===== src/rtl/alu_rs_if.sv =====
// alu_rs_if -- bundle of the ALU reservation-station buses.
//   dispatch : dis_valid/dis_ready handshake plus decoded op, pc, imm,
//              rob slot, destination tag and both source operands
//   cdb      : common-data-bus result broadcast (valid, rob tag, data)
//   flush    : redirect, kills every held entry
//   issue    : alu_i_valid strobe plus the issued instruction fields
// master = the pipeline side that dispatches/broadcasts, slave = the station.
interface alu_rs_if;
  logic        dis_valid;
  logic        dis_ready;
  logic [4:0]  dis_opcode;
  logic [2:0]  dis_funct3;
  logic        dis_funct7;
  logic [31:0] dis_pc;
  logic [31:0] dis_imm;
  logic [2:0]  dis_rob_idx;
  logic [6:0]  dis_rd;
  logic        dis_rs1_rdy;
  logic [2:0]  dis_rs1_tag;
  logic [31:0] dis_rs1_data;
  logic        dis_rs2_rdy;
  logic [2:0]  dis_rs2_tag;
  logic [31:0] dis_rs2_data;

  logic        cdb_valid;
  logic [2:0]  cdb_rob_idx;
  logic [31:0] cdb_data;

  logic        flush;

  logic        alu_i_valid;
  logic [4:0]  alu_opcode;
  logic [2:0]  alu_funct3;
  logic        alu_funct7;
  logic [31:0] alu_pc;
  logic [31:0] alu_imm;
  logic [31:0] alu_rs1_data;
  logic [31:0] alu_rs2_data;
  logic [2:0]  alu_i_rob_idx;
  logic [6:0]  alu_i_rd;

  modport master (
    output dis_valid, dis_opcode, dis_funct3, dis_funct7, dis_pc, dis_imm,
           dis_rob_idx, dis_rd, dis_rs1_rdy, dis_rs1_tag, dis_rs1_data,
           dis_rs2_rdy, dis_rs2_tag, dis_rs2_data,
           cdb_valid, cdb_rob_idx, cdb_data, flush,
    input  dis_ready, alu_i_valid, alu_opcode, alu_funct3, alu_funct7, alu_pc,
           alu_imm, alu_rs1_data, alu_rs2_data, alu_i_rob_idx, alu_i_rd
  );

  modport slave (
    input  dis_valid, dis_opcode, dis_funct3, dis_funct7, dis_pc, dis_imm,
           dis_rob_idx, dis_rd, dis_rs1_rdy, dis_rs1_tag, dis_rs1_data,
           dis_rs2_rdy, dis_rs2_tag, dis_rs2_data,
           cdb_valid, cdb_rob_idx, cdb_data, flush,
    output dis_ready, alu_i_valid, alu_opcode, alu_funct3, alu_funct7, alu_pc,
           alu_imm, alu_rs1_data, alu_rs2_data, alu_i_rob_idx, alu_i_rd
  );
endinterface


===== src/rtl/alu_rs.sv =====
// alu_rs -- out-of-order reservation station for ALU-class instructions.
// Holds up to DEPTH instructions waiting for operands, wakes sources from
// the CDB, and issues the oldest ready entry each cycle to a non-stalling ALU.
// Ports:
//   clk   : rising-edge clock
//   rst_n : asynchronous active-low reset (clears valid, ready flags, age)
//   bus   : alu_rs_if.slave (dispatch, cdb, flush, issue)
module alu_rs #(
  parameter int DEPTH = 4
) (
  input  logic     clk,
  input  logic     rst_n,
  alu_rs_if.slave  bus
);
  localparam int IW = (DEPTH > 1) ? $clog2(DEPTH) : 1;

  // control state
  logic [DEPTH-1:0] valid;
  logic [DEPTH-1:0] rs1_rdy;
  logic [DEPTH-1:0] rs2_rdy;
  // older[i][j] = 1 means entry j is older than entry i
  logic [DEPTH-1:0] older [DEPTH];

  // payload state (not reset; always qualified by valid/rdy)
  logic [4:0]  opcode   [DEPTH];
  logic [2:0]  funct3   [DEPTH];
  logic        funct7   [DEPTH];
  logic [31:0] pc       [DEPTH];
  logic [31:0] imm      [DEPTH];
  logic [2:0]  rob_idx  [DEPTH];
  logic [6:0]  rd       [DEPTH];
  logic [2:0]  rs1_tag  [DEPTH];
  logic [2:0]  rs2_tag  [DEPTH];
  logic [31:0] rs1_data [DEPTH];
  logic [31:0] rs2_data [DEPTH];

  logic [DEPTH-1:0] elig, sel, wake1, wake2;
  logic [IW-1:0]    free_idx;
  logic             full, alloc;
  logic             rs1_hit, rs2_hit, rs1_rdy_in, rs2_rdy_in;
  logic [31:0]      rs1_data_in, rs2_data_in;

  assign full  = &valid;
  assign alloc = bus.dis_valid && !full && !bus.flush;
  assign elig  = valid & rs1_rdy & rs2_rdy;

  // A source arriving on the CDB in the dispatch cycle is captured directly.
  assign rs1_hit     = bus.cdb_valid && !bus.dis_rs1_rdy && (bus.dis_rs1_tag == bus.cdb_rob_idx);
  assign rs2_hit     = bus.cdb_valid && !bus.dis_rs2_rdy && (bus.dis_rs2_tag == bus.cdb_rob_idx);
  assign rs1_rdy_in  = bus.dis_rs1_rdy | rs1_hit;
  assign rs2_rdy_in  = bus.dis_rs2_rdy | rs2_hit;
  assign rs1_data_in = rs1_hit ? bus.cdb_data : bus.dis_rs1_data;
  assign rs2_data_in = rs2_hit ? bus.cdb_data : bus.dis_rs2_data;

  always_comb begin
    for (int i = 0; i < DEPTH; i++) begin
      wake1[i] = bus.cdb_valid && valid[i] && !rs1_rdy[i] && (rs1_tag[i] == bus.cdb_rob_idx);
      wake2[i] = bus.cdb_valid && valid[i] && !rs2_rdy[i] && (rs2_tag[i] == bus.cdb_rob_idx);
    end
  end

  // Oldest eligible: no other eligible entry is older than it.
  always_comb begin
    sel = '0;
    if (!bus.flush) begin
      for (int i = 0; i < DEPTH; i++) begin
        sel[i] = elig[i] && ((older[i] & elig) == '0);
      end
    end
  end

  // Lowest-index free slot (scan downward so the lowest wins).
  always_comb begin
    free_idx = '0;
    for (int i = DEPTH - 1; i >= 0; i--) begin
      if (!valid[i]) free_idx = IW'(i);
    end
  end

  // Issue mux; sel is one-hot or zero, so idle outputs are all zero.
  always_comb begin
    bus.alu_opcode    = '0;
    bus.alu_funct3    = '0;
    bus.alu_funct7    = 1'b0;
    bus.alu_pc        = '0;
    bus.alu_imm       = '0;
    bus.alu_rs1_data  = '0;
    bus.alu_rs2_data  = '0;
    bus.alu_i_rob_idx = '0;
    bus.alu_i_rd      = '0;
    for (int i = 0; i < DEPTH; i++) begin
      if (sel[i]) begin
        bus.alu_opcode    = opcode[i];
        bus.alu_funct3    = funct3[i];
        bus.alu_funct7    = funct7[i];
        bus.alu_pc        = pc[i];
        bus.alu_imm       = imm[i];
        bus.alu_rs1_data  = rs1_data[i];
        bus.alu_rs2_data  = rs2_data[i];
        bus.alu_i_rob_idx = rob_idx[i];
        bus.alu_i_rd      = rd[i];
      end
    end
  end

  assign bus.alu_i_valid = |sel;
  assign bus.dis_ready   = !full;

  always_ff @(posedge clk or negedge rst_n) begin
    if (!rst_n) begin
      valid   <= '0;
      rs1_rdy <= '0;
      rs2_rdy <= '0;
      for (int i = 0; i < DEPTH; i++) older[i] <= '0;
    end else if (bus.flush) begin
      valid <= '0;
      for (int i = 0; i < DEPTH; i++) older[i] <= '0;
    end else begin
      for (int i = 0; i < DEPTH; i++) begin
        if (sel[i])   valid[i]   <= 1'b0;
        if (wake1[i]) rs1_rdy[i] <= 1'b1;
        if (wake2[i]) rs2_rdy[i] <= 1'b1;
      end
      if (alloc) begin
        valid[free_idx]   <= 1'b1;
        rs1_rdy[free_idx] <= rs1_rdy_in;
        rs2_rdy[free_idx] <= rs2_rdy_in;
        // New entry is younger than every survivor; its column is cleared so
        // stale bits from a previous occupant of this slot cannot linger.
        older[free_idx] <= valid & ~sel;
        for (int i = 0; i < DEPTH; i++) older[i][free_idx] <= 1'b0;
      end
    end
  end

  always_ff @(posedge clk) begin
    for (int i = 0; i < DEPTH; i++) begin
      if (wake1[i]) rs1_data[i] <= bus.cdb_data;
      if (wake2[i]) rs2_data[i] <= bus.cdb_data;
    end
    if (alloc) begin
      opcode[free_idx]   <= bus.dis_opcode;
      funct3[free_idx]   <= bus.dis_funct3;
      funct7[free_idx]   <= bus.dis_funct7;
      pc[free_idx]       <= bus.dis_pc;
      imm[free_idx]      <= bus.dis_imm;
      rob_idx[free_idx]  <= bus.dis_rob_idx;
      rd[free_idx]       <= bus.dis_rd;
      rs1_tag[free_idx]  <= bus.dis_rs1_tag;
      rs2_tag[free_idx]  <= bus.dis_rs2_tag;
      rs1_data[free_idx] <= rs1_data_in;
      rs2_data[free_idx] <= rs2_data_in;
    end
  end
endmodule


===== src/flat_wrapper.sv =====
// flat-port wrapper written by rule: the top's interface ports become plain ports
module alu_rs_flat 
#(
  parameter int DEPTH = 4
)
  (clk, rst_n, bus_dis_valid, bus_dis_opcode, bus_dis_funct3, bus_dis_funct7, bus_dis_pc, bus_dis_imm, bus_dis_rob_idx, bus_dis_rd, bus_dis_rs1_rdy, bus_dis_rs1_tag, bus_dis_rs1_data, bus_dis_rs2_rdy, bus_dis_rs2_tag, bus_dis_rs2_data, bus_cdb_valid, bus_cdb_rob_idx, bus_cdb_data, bus_flush, bus_dis_ready, bus_alu_i_valid, bus_alu_opcode, bus_alu_funct3, bus_alu_funct7, bus_alu_pc, bus_alu_imm, bus_alu_rs1_data, bus_alu_rs2_data, bus_alu_i_rob_idx, bus_alu_i_rd);
  alu_rs_if bus_i ();
  input  logic clk;
  input  logic rst_n;
  input wire logic [$bits(bus_i.dis_valid)-1:0] bus_dis_valid;
  input wire logic [$bits(bus_i.dis_opcode)-1:0] bus_dis_opcode;
  input wire logic [$bits(bus_i.dis_funct3)-1:0] bus_dis_funct3;
  input wire logic [$bits(bus_i.dis_funct7)-1:0] bus_dis_funct7;
  input wire logic [$bits(bus_i.dis_pc)-1:0] bus_dis_pc;
  input wire logic [$bits(bus_i.dis_imm)-1:0] bus_dis_imm;
  input wire logic [$bits(bus_i.dis_rob_idx)-1:0] bus_dis_rob_idx;
  input wire logic [$bits(bus_i.dis_rd)-1:0] bus_dis_rd;
  input wire logic [$bits(bus_i.dis_rs1_rdy)-1:0] bus_dis_rs1_rdy;
  input wire logic [$bits(bus_i.dis_rs1_tag)-1:0] bus_dis_rs1_tag;
  input wire logic [$bits(bus_i.dis_rs1_data)-1:0] bus_dis_rs1_data;
  input wire logic [$bits(bus_i.dis_rs2_rdy)-1:0] bus_dis_rs2_rdy;
  input wire logic [$bits(bus_i.dis_rs2_tag)-1:0] bus_dis_rs2_tag;
  input wire logic [$bits(bus_i.dis_rs2_data)-1:0] bus_dis_rs2_data;
  input wire logic [$bits(bus_i.cdb_valid)-1:0] bus_cdb_valid;
  input wire logic [$bits(bus_i.cdb_rob_idx)-1:0] bus_cdb_rob_idx;
  input wire logic [$bits(bus_i.cdb_data)-1:0] bus_cdb_data;
  input wire logic [$bits(bus_i.flush)-1:0] bus_flush;
  output wire logic [$bits(bus_i.dis_ready)-1:0] bus_dis_ready;
  output wire logic [$bits(bus_i.alu_i_valid)-1:0] bus_alu_i_valid;
  output wire logic [$bits(bus_i.alu_opcode)-1:0] bus_alu_opcode;
  output wire logic [$bits(bus_i.alu_funct3)-1:0] bus_alu_funct3;
  output wire logic [$bits(bus_i.alu_funct7)-1:0] bus_alu_funct7;
  output wire logic [$bits(bus_i.alu_pc)-1:0] bus_alu_pc;
  output wire logic [$bits(bus_i.alu_imm)-1:0] bus_alu_imm;
  output wire logic [$bits(bus_i.alu_rs1_data)-1:0] bus_alu_rs1_data;
  output wire logic [$bits(bus_i.alu_rs2_data)-1:0] bus_alu_rs2_data;
  output wire logic [$bits(bus_i.alu_i_rob_idx)-1:0] bus_alu_i_rob_idx;
  output wire logic [$bits(bus_i.alu_i_rd)-1:0] bus_alu_i_rd;
  assign bus_i.dis_valid = bus_dis_valid;
  assign bus_i.dis_opcode = bus_dis_opcode;
  assign bus_i.dis_funct3 = bus_dis_funct3;
  assign bus_i.dis_funct7 = bus_dis_funct7;
  assign bus_i.dis_pc = bus_dis_pc;
  assign bus_i.dis_imm = bus_dis_imm;
  assign bus_i.dis_rob_idx = bus_dis_rob_idx;
  assign bus_i.dis_rd = bus_dis_rd;
  assign bus_i.dis_rs1_rdy = bus_dis_rs1_rdy;
  assign bus_i.dis_rs1_tag = bus_dis_rs1_tag;
  assign bus_i.dis_rs1_data = bus_dis_rs1_data;
  assign bus_i.dis_rs2_rdy = bus_dis_rs2_rdy;
  assign bus_i.dis_rs2_tag = bus_dis_rs2_tag;
  assign bus_i.dis_rs2_data = bus_dis_rs2_data;
  assign bus_i.cdb_valid = bus_cdb_valid;
  assign bus_i.cdb_rob_idx = bus_cdb_rob_idx;
  assign bus_i.cdb_data = bus_cdb_data;
  assign bus_i.flush = bus_flush;
  assign bus_dis_ready = bus_i.dis_ready;
  assign bus_alu_i_valid = bus_i.alu_i_valid;
  assign bus_alu_opcode = bus_i.alu_opcode;
  assign bus_alu_funct3 = bus_i.alu_funct3;
  assign bus_alu_funct7 = bus_i.alu_funct7;
  assign bus_alu_pc = bus_i.alu_pc;
  assign bus_alu_imm = bus_i.alu_imm;
  assign bus_alu_rs1_data = bus_i.alu_rs1_data;
  assign bus_alu_rs2_data = bus_i.alu_rs2_data;
  assign bus_alu_i_rob_idx = bus_i.alu_i_rob_idx;
  assign bus_alu_i_rd = bus_i.alu_i_rd;
  alu_rs #(.DEPTH(DEPTH)) u_core (.clk(clk), .rst_n(rst_n), .bus(bus_i));
endmodule

===== config.mk =====
export PLATFORM = sky130hd
export DESIGN_NAME = alu_rs_flat
export DESIGN_NICKNAME = d
export VERILOG_FILES = /design/src/rtl/alu_rs_if.sv /design/src/rtl/alu_rs.sv /design/src/flat_wrapper.sv
export SDC_FILE = /design/constraint.sdc
export NUM_CORES = 1
export LEC_CHECK = 0
export BUFFER_PORTS_ARGS = -buffer_cell sky130_fd_sc_hd__buf_2
export CAP_MARGIN = 0
export CORE_ASPECT_RATIO = 1.25
export CORE_MARGIN = 4
export CORE_UTILIZATION = 55
export CTS_BUF_LIST = sky130_fd_sc_hd__clkbuf_4 sky130_fd_sc_hd__clkbuf_8
export DETAILED_ROUTE_END_ITERATION = 8
export GPL_TIMING_DRIVEN = 0
export PLACE_DENSITY = 0.82
export SETUP_SLACK_MARGIN = 0.4
export SLEW_MARGIN = 10
export SYNTH_ARGS = -nofsm -noshare
export SYNTH_HDL_FRONTEND = slang
export SYNTH_SLANG_ARGS = --single-unit

===== constraint.sdc =====
create_clock -name clk -period 4.9 [get_ports clk]
set_clock_uncertainty 0.05 [all_clocks]
set_input_delay 0 -clock clk [delete_from_list [all_inputs] [get_ports clk]]
set_output_delay 0 -clock clk [all_outputs]
set_load 0.01 [all_outputs]

==> results.md <==
- The floorplan step defined a die boundary enclosing roughly 0.052 sq mm.
- The worst-case vdd ir drop is between 0.2 and 0.3 mV.
- The critical path class is register to primary output.
- Entering global routing, the biggest net connects a little under 70 pins.
- The number of nets handed over by synthesis was approximately 1,700.
- The worst pin sits at a relative slew slack of 25.9%.
- By area the synthesized netlist is led by edfxtp_1 69%, mux2_2 9.7%, o221a_2 6.2%.
- After synthesis, the largest area contributor takes up ~69% of total cell area.
- The H-tree was split into 3 levels.
- In this run the worst hold path is classified as input pin to register.
- Yosys printed 0 warnings.
- The number of max-slew violations in the final report is 0.
- The final critical-path share of the clock period is about 82%.
- The predominant post-synthesis flop cell is edfxtp_1.
- The ratio of total power to cell area is roughly 340 mW/mm^2.
- The analysis attributes to cell leakage a power of about 0.013 uW.
- The buffer levels on the longest clock path is 3.
- Summed over all instances, the cell type with the most area after synthesis is edfxtp_1.
- Setup violations remaining at the end of the flow were counted as 0.
- The routed wire length per instance is 27.0 microns.
- The mean cell area of the mapped netlist is around 18 sq um.
- The initial utilization of the core area, before any placement, comes to about 56%.
- The initial DRC count is between 1,500 and 2,000.
- After technology mapping, the gate count stands at around 1,500.
- The number of cells on the worst reg-to-reg path is 9.
- From synthesis to final layout, the design area changed by 27.8%.
- The data required time at the worst endpoint is ~4.9 ns.
- The final-report hold violation count is 0.
- Measured on the finished design, the core utilization comes to a little under three quarters.
- Clock tree synthesis selected as its root buffer the cell clkbuf_8.
- The overall overflow remaining after global route is 0.
- The transition time of the tightest slew-check pin is 1.11 ns.
- The vertical die dimension is between 200 and 300 microns.
- Clock-pin slew was measured on the worst setup and hold paths at 0.06 ns.
- The first detailed-routing pass ran for 5 iterations.
- During placement, the flow inserted port buffers numbering ~340.
- The final layout contains routed wiring with a total length of ~79,000 microns.
- Of all nets on the critical path, the largest fanout is 10.
- The CTS tree is done.
- The worst hold path was traced through 2 stages.
- At the end of routability-driven placement, the weighted congestion stood at about 0.86.
- The worst setup path is launched from a register.
- The number of sinks handled by clock tree synthesis is 640.
- Counting flops with a built-in enable in the synthesized netlist gives ~610.
- The arrival time of data at the critical path endpoint is about 4.0 ns.
- The worst register-to-register path ends at u_core.rs1_data[2][23]$_DFFE_PP_.
- The total CTS buffers is 94.
- Max-cap violations in this run came to 0.
- The post-cts repair resize count is 0.
- The layout has approximately 3,000 filler cells.
- In this run the critical register-to-register path is launched from u_core.valid[2]$_DFF_PN0_.
- In this run, distinct cell masters in the synthesized netlist total 41.
- The area of the core is 0.0482 sq mm.
- The async set-reset flop share out of synthesis is around 4.4%.
- The clock reaches the later pin of the worst-skew pair after between 0.6 and 0.7 ns.
- The post-synth design cell area is 0.0268 sq mm.
- The I/O pin total is between 300 and 400.
- The proportion of layout cells with a drive suffix above 1 is roughly 43%.
- The critical hold path startpoint is bus_dis_imm[14].
- The endpoint of the worst hold-timing path is u_core.imm[3][14]$_DFFE_PP_.
- The placement row count is 90.
- The number of flip-flops and latches in the synthesized netlist is 640.
- The register area share after synthesis is around 70%.
- The leading cell type by number of instances after synthesis is edfxtp_1.
- The initial antenna violation count came to 6.
- Setup repair after global routing left no endpoint under its margin.
- The area used by sequential logic in the layout is roughly 0.019 sq mm.
- The final critical path time including I/O delays and setup is 4.03 ns.
- The worst hold slack is between 0.04 and 0.05 ns.
- The die is between 200 and 250 microns wide.
- The number of buffers added for setup after CTS is 0.
- The power after layout is approximately 12,000 uW.
- The total global routing track utilization is between 20% and 30%.
- The number of nets in the finished design is 2,401.
- The flow ran to the end, and the final reports show no timing, DRC or antenna violations.
- After detailed routing, the number of remaining DRC violations is 0.
- The highest attainable clock frequency is ~250 MHz.
- In the final layout, the multi-input gates occupy 0.00718 sq mm.
- The worst setup path is captured at a primary output.
- By count the netlist is led by 612 x edfxtp_1, 230 x mux2_2, 147 x a221o_1, 147 x o221a_2, 64 x buf_2.
- The count of nets left with antenna violations once routing finished came out at 0.
- The global-route wire length before repair is 116,000 microns.
- For flop-to-flop paths, the worst setup slack is approximately 0.95 ns.
- The HPWL reported at the end of detailed placement is between 40,000 and 50,000 microns.
- The via count of the routed design is approximately 18,000.
- After detailed routing, the number of vias per cell comes to around 6.3.
- The via count of the first global-routing pass came to around 19,000.
flip-flops by register name, summed over array words and instances, names as in the netlist, 16 cells and up:
name,cells
u_core.imm,128
u_core.older,16
u_core.opcode,20
u_core.pc,128
u_core.rd,28
u_core.rs1_data,128
u_core.rs2_data,128
per-layer routing:
layer | track usage (%) | wire length [microns] | up-vias
li1 | - | - | 7787
met1 | 36.7 | 29000 | 9172
met2 | 49.5 | 39900 | 1168
met3 | 6.88 | 7120 | 192
met4 | 11.6 | 2980 | 2
met5 | 0 | 7 | -
area by class of cell:
type | instances | area share (%)
sequential | 640 | 55.8
multi-input combinational | 726 | 21.0
timing repair buffer | 622 | 13.7
clock buffer | 140 | 4.92
tap | 644 | 2.36
buffer | 115 | 1.62
clock inverter | 31 | 0.424
inverter | 7 | 0.135
antenna | 5 | 0.0366
cell families after synthesis:
family                    synth area share (%)
xor gates and xnor gates                 0.982
DFF                                       71.3
buffers and inverters                     2.16
AOI/OAI and AO/OA                         13.1
muxes                                     10.8
and+or+nand+nor                           1.68
through the flow:
step / std cells / instance area [sq um] / setup WS, ns / setup TNS (ns)
after detailed placement: 2483 / 29600 / 1.50 / 0
final: 2930 / 34200 / 0.872 / 0
after floorplan: 1488 / 26800 / 0.774 / 0
after CTS: 2925 / 34200 / 0.878 / 0
after global placement: 2471 / 29300 / -1.91 / -602.95
after global routing: 2929 / 34200 / 0.763 / 0
how the worst max path moves through the flow:
stage                              startpoint                                to  cells past startpoint
floorplan           u_core.valid[1]$_DFF_PN0_  u_core.rs1_data[1][21]$_DFFE_PP_                      6
global placement    u_core.valid[2]$_DFF_PN0_     u_core.rs2_rdy[2]$_DFFE_PN0N_                      6
detailed placement  u_core.valid[2]$_DFF_PN0_  u_core.rs1_data[2][30]$_DFFE_PP_                      8
CTS                 u_core.valid[2]$_DFF_PN0_              bus_alu_rs1_data[13]                      9
global route        u_core.valid[2]$_DFF_PN0_              bus_alu_rs2_data[30]                      9
finish              u_core.valid[2]$_DFF_PN0_              bus_alu_rs1_data[13]                      9
repair_timing:
| action | CTS | global route |
|---|---|---|
| endpoints found under the setup margin | 0 | 0 |
| hold buffers | 271 | 0 |
| hold endpoints to repair | 668 | 0 |
power by group:
group          switching, uW  total, uW  internal [uW]  leakage (uW)
Sequential              69.2       6240           6170       0.00594
Combinational            525       1040            511       0.00566
Clock                   2060       4250           2200      0.000976
Total                   2650      11500           8870        0.0126
cells in the final DEF, fill, tap and decap left out, types with 13 or more instances in the layout:
cell,instances
a21oi_1,22
a221o_1,147
buf_2,403
clkbuf_1,39
clkbuf_4,39
clkbuf_8,101
clkinv_1,17
dfrtp_1,28
dlygate4sd3_1,270
edfxtp_1,612
mux2_1,26
mux2_2,230
nand2_1,30
o21ai_0,13
o221a_2,147
xor2_1,24
worst max-delay path, stage by stage (launching register included):
cell      delay [ns]
dfrtp_1         0.36
clkbuf_1        0.36
nand4_1         0.17
nand3_1         0.14
or2_2           0.11
buf_2           0.18
clkbuf_1        0.85
clkbuf_1        0.65
o221a_2         0.35
buf_2           0.15
Note: power is estimated with default switching activity, not from simulation.
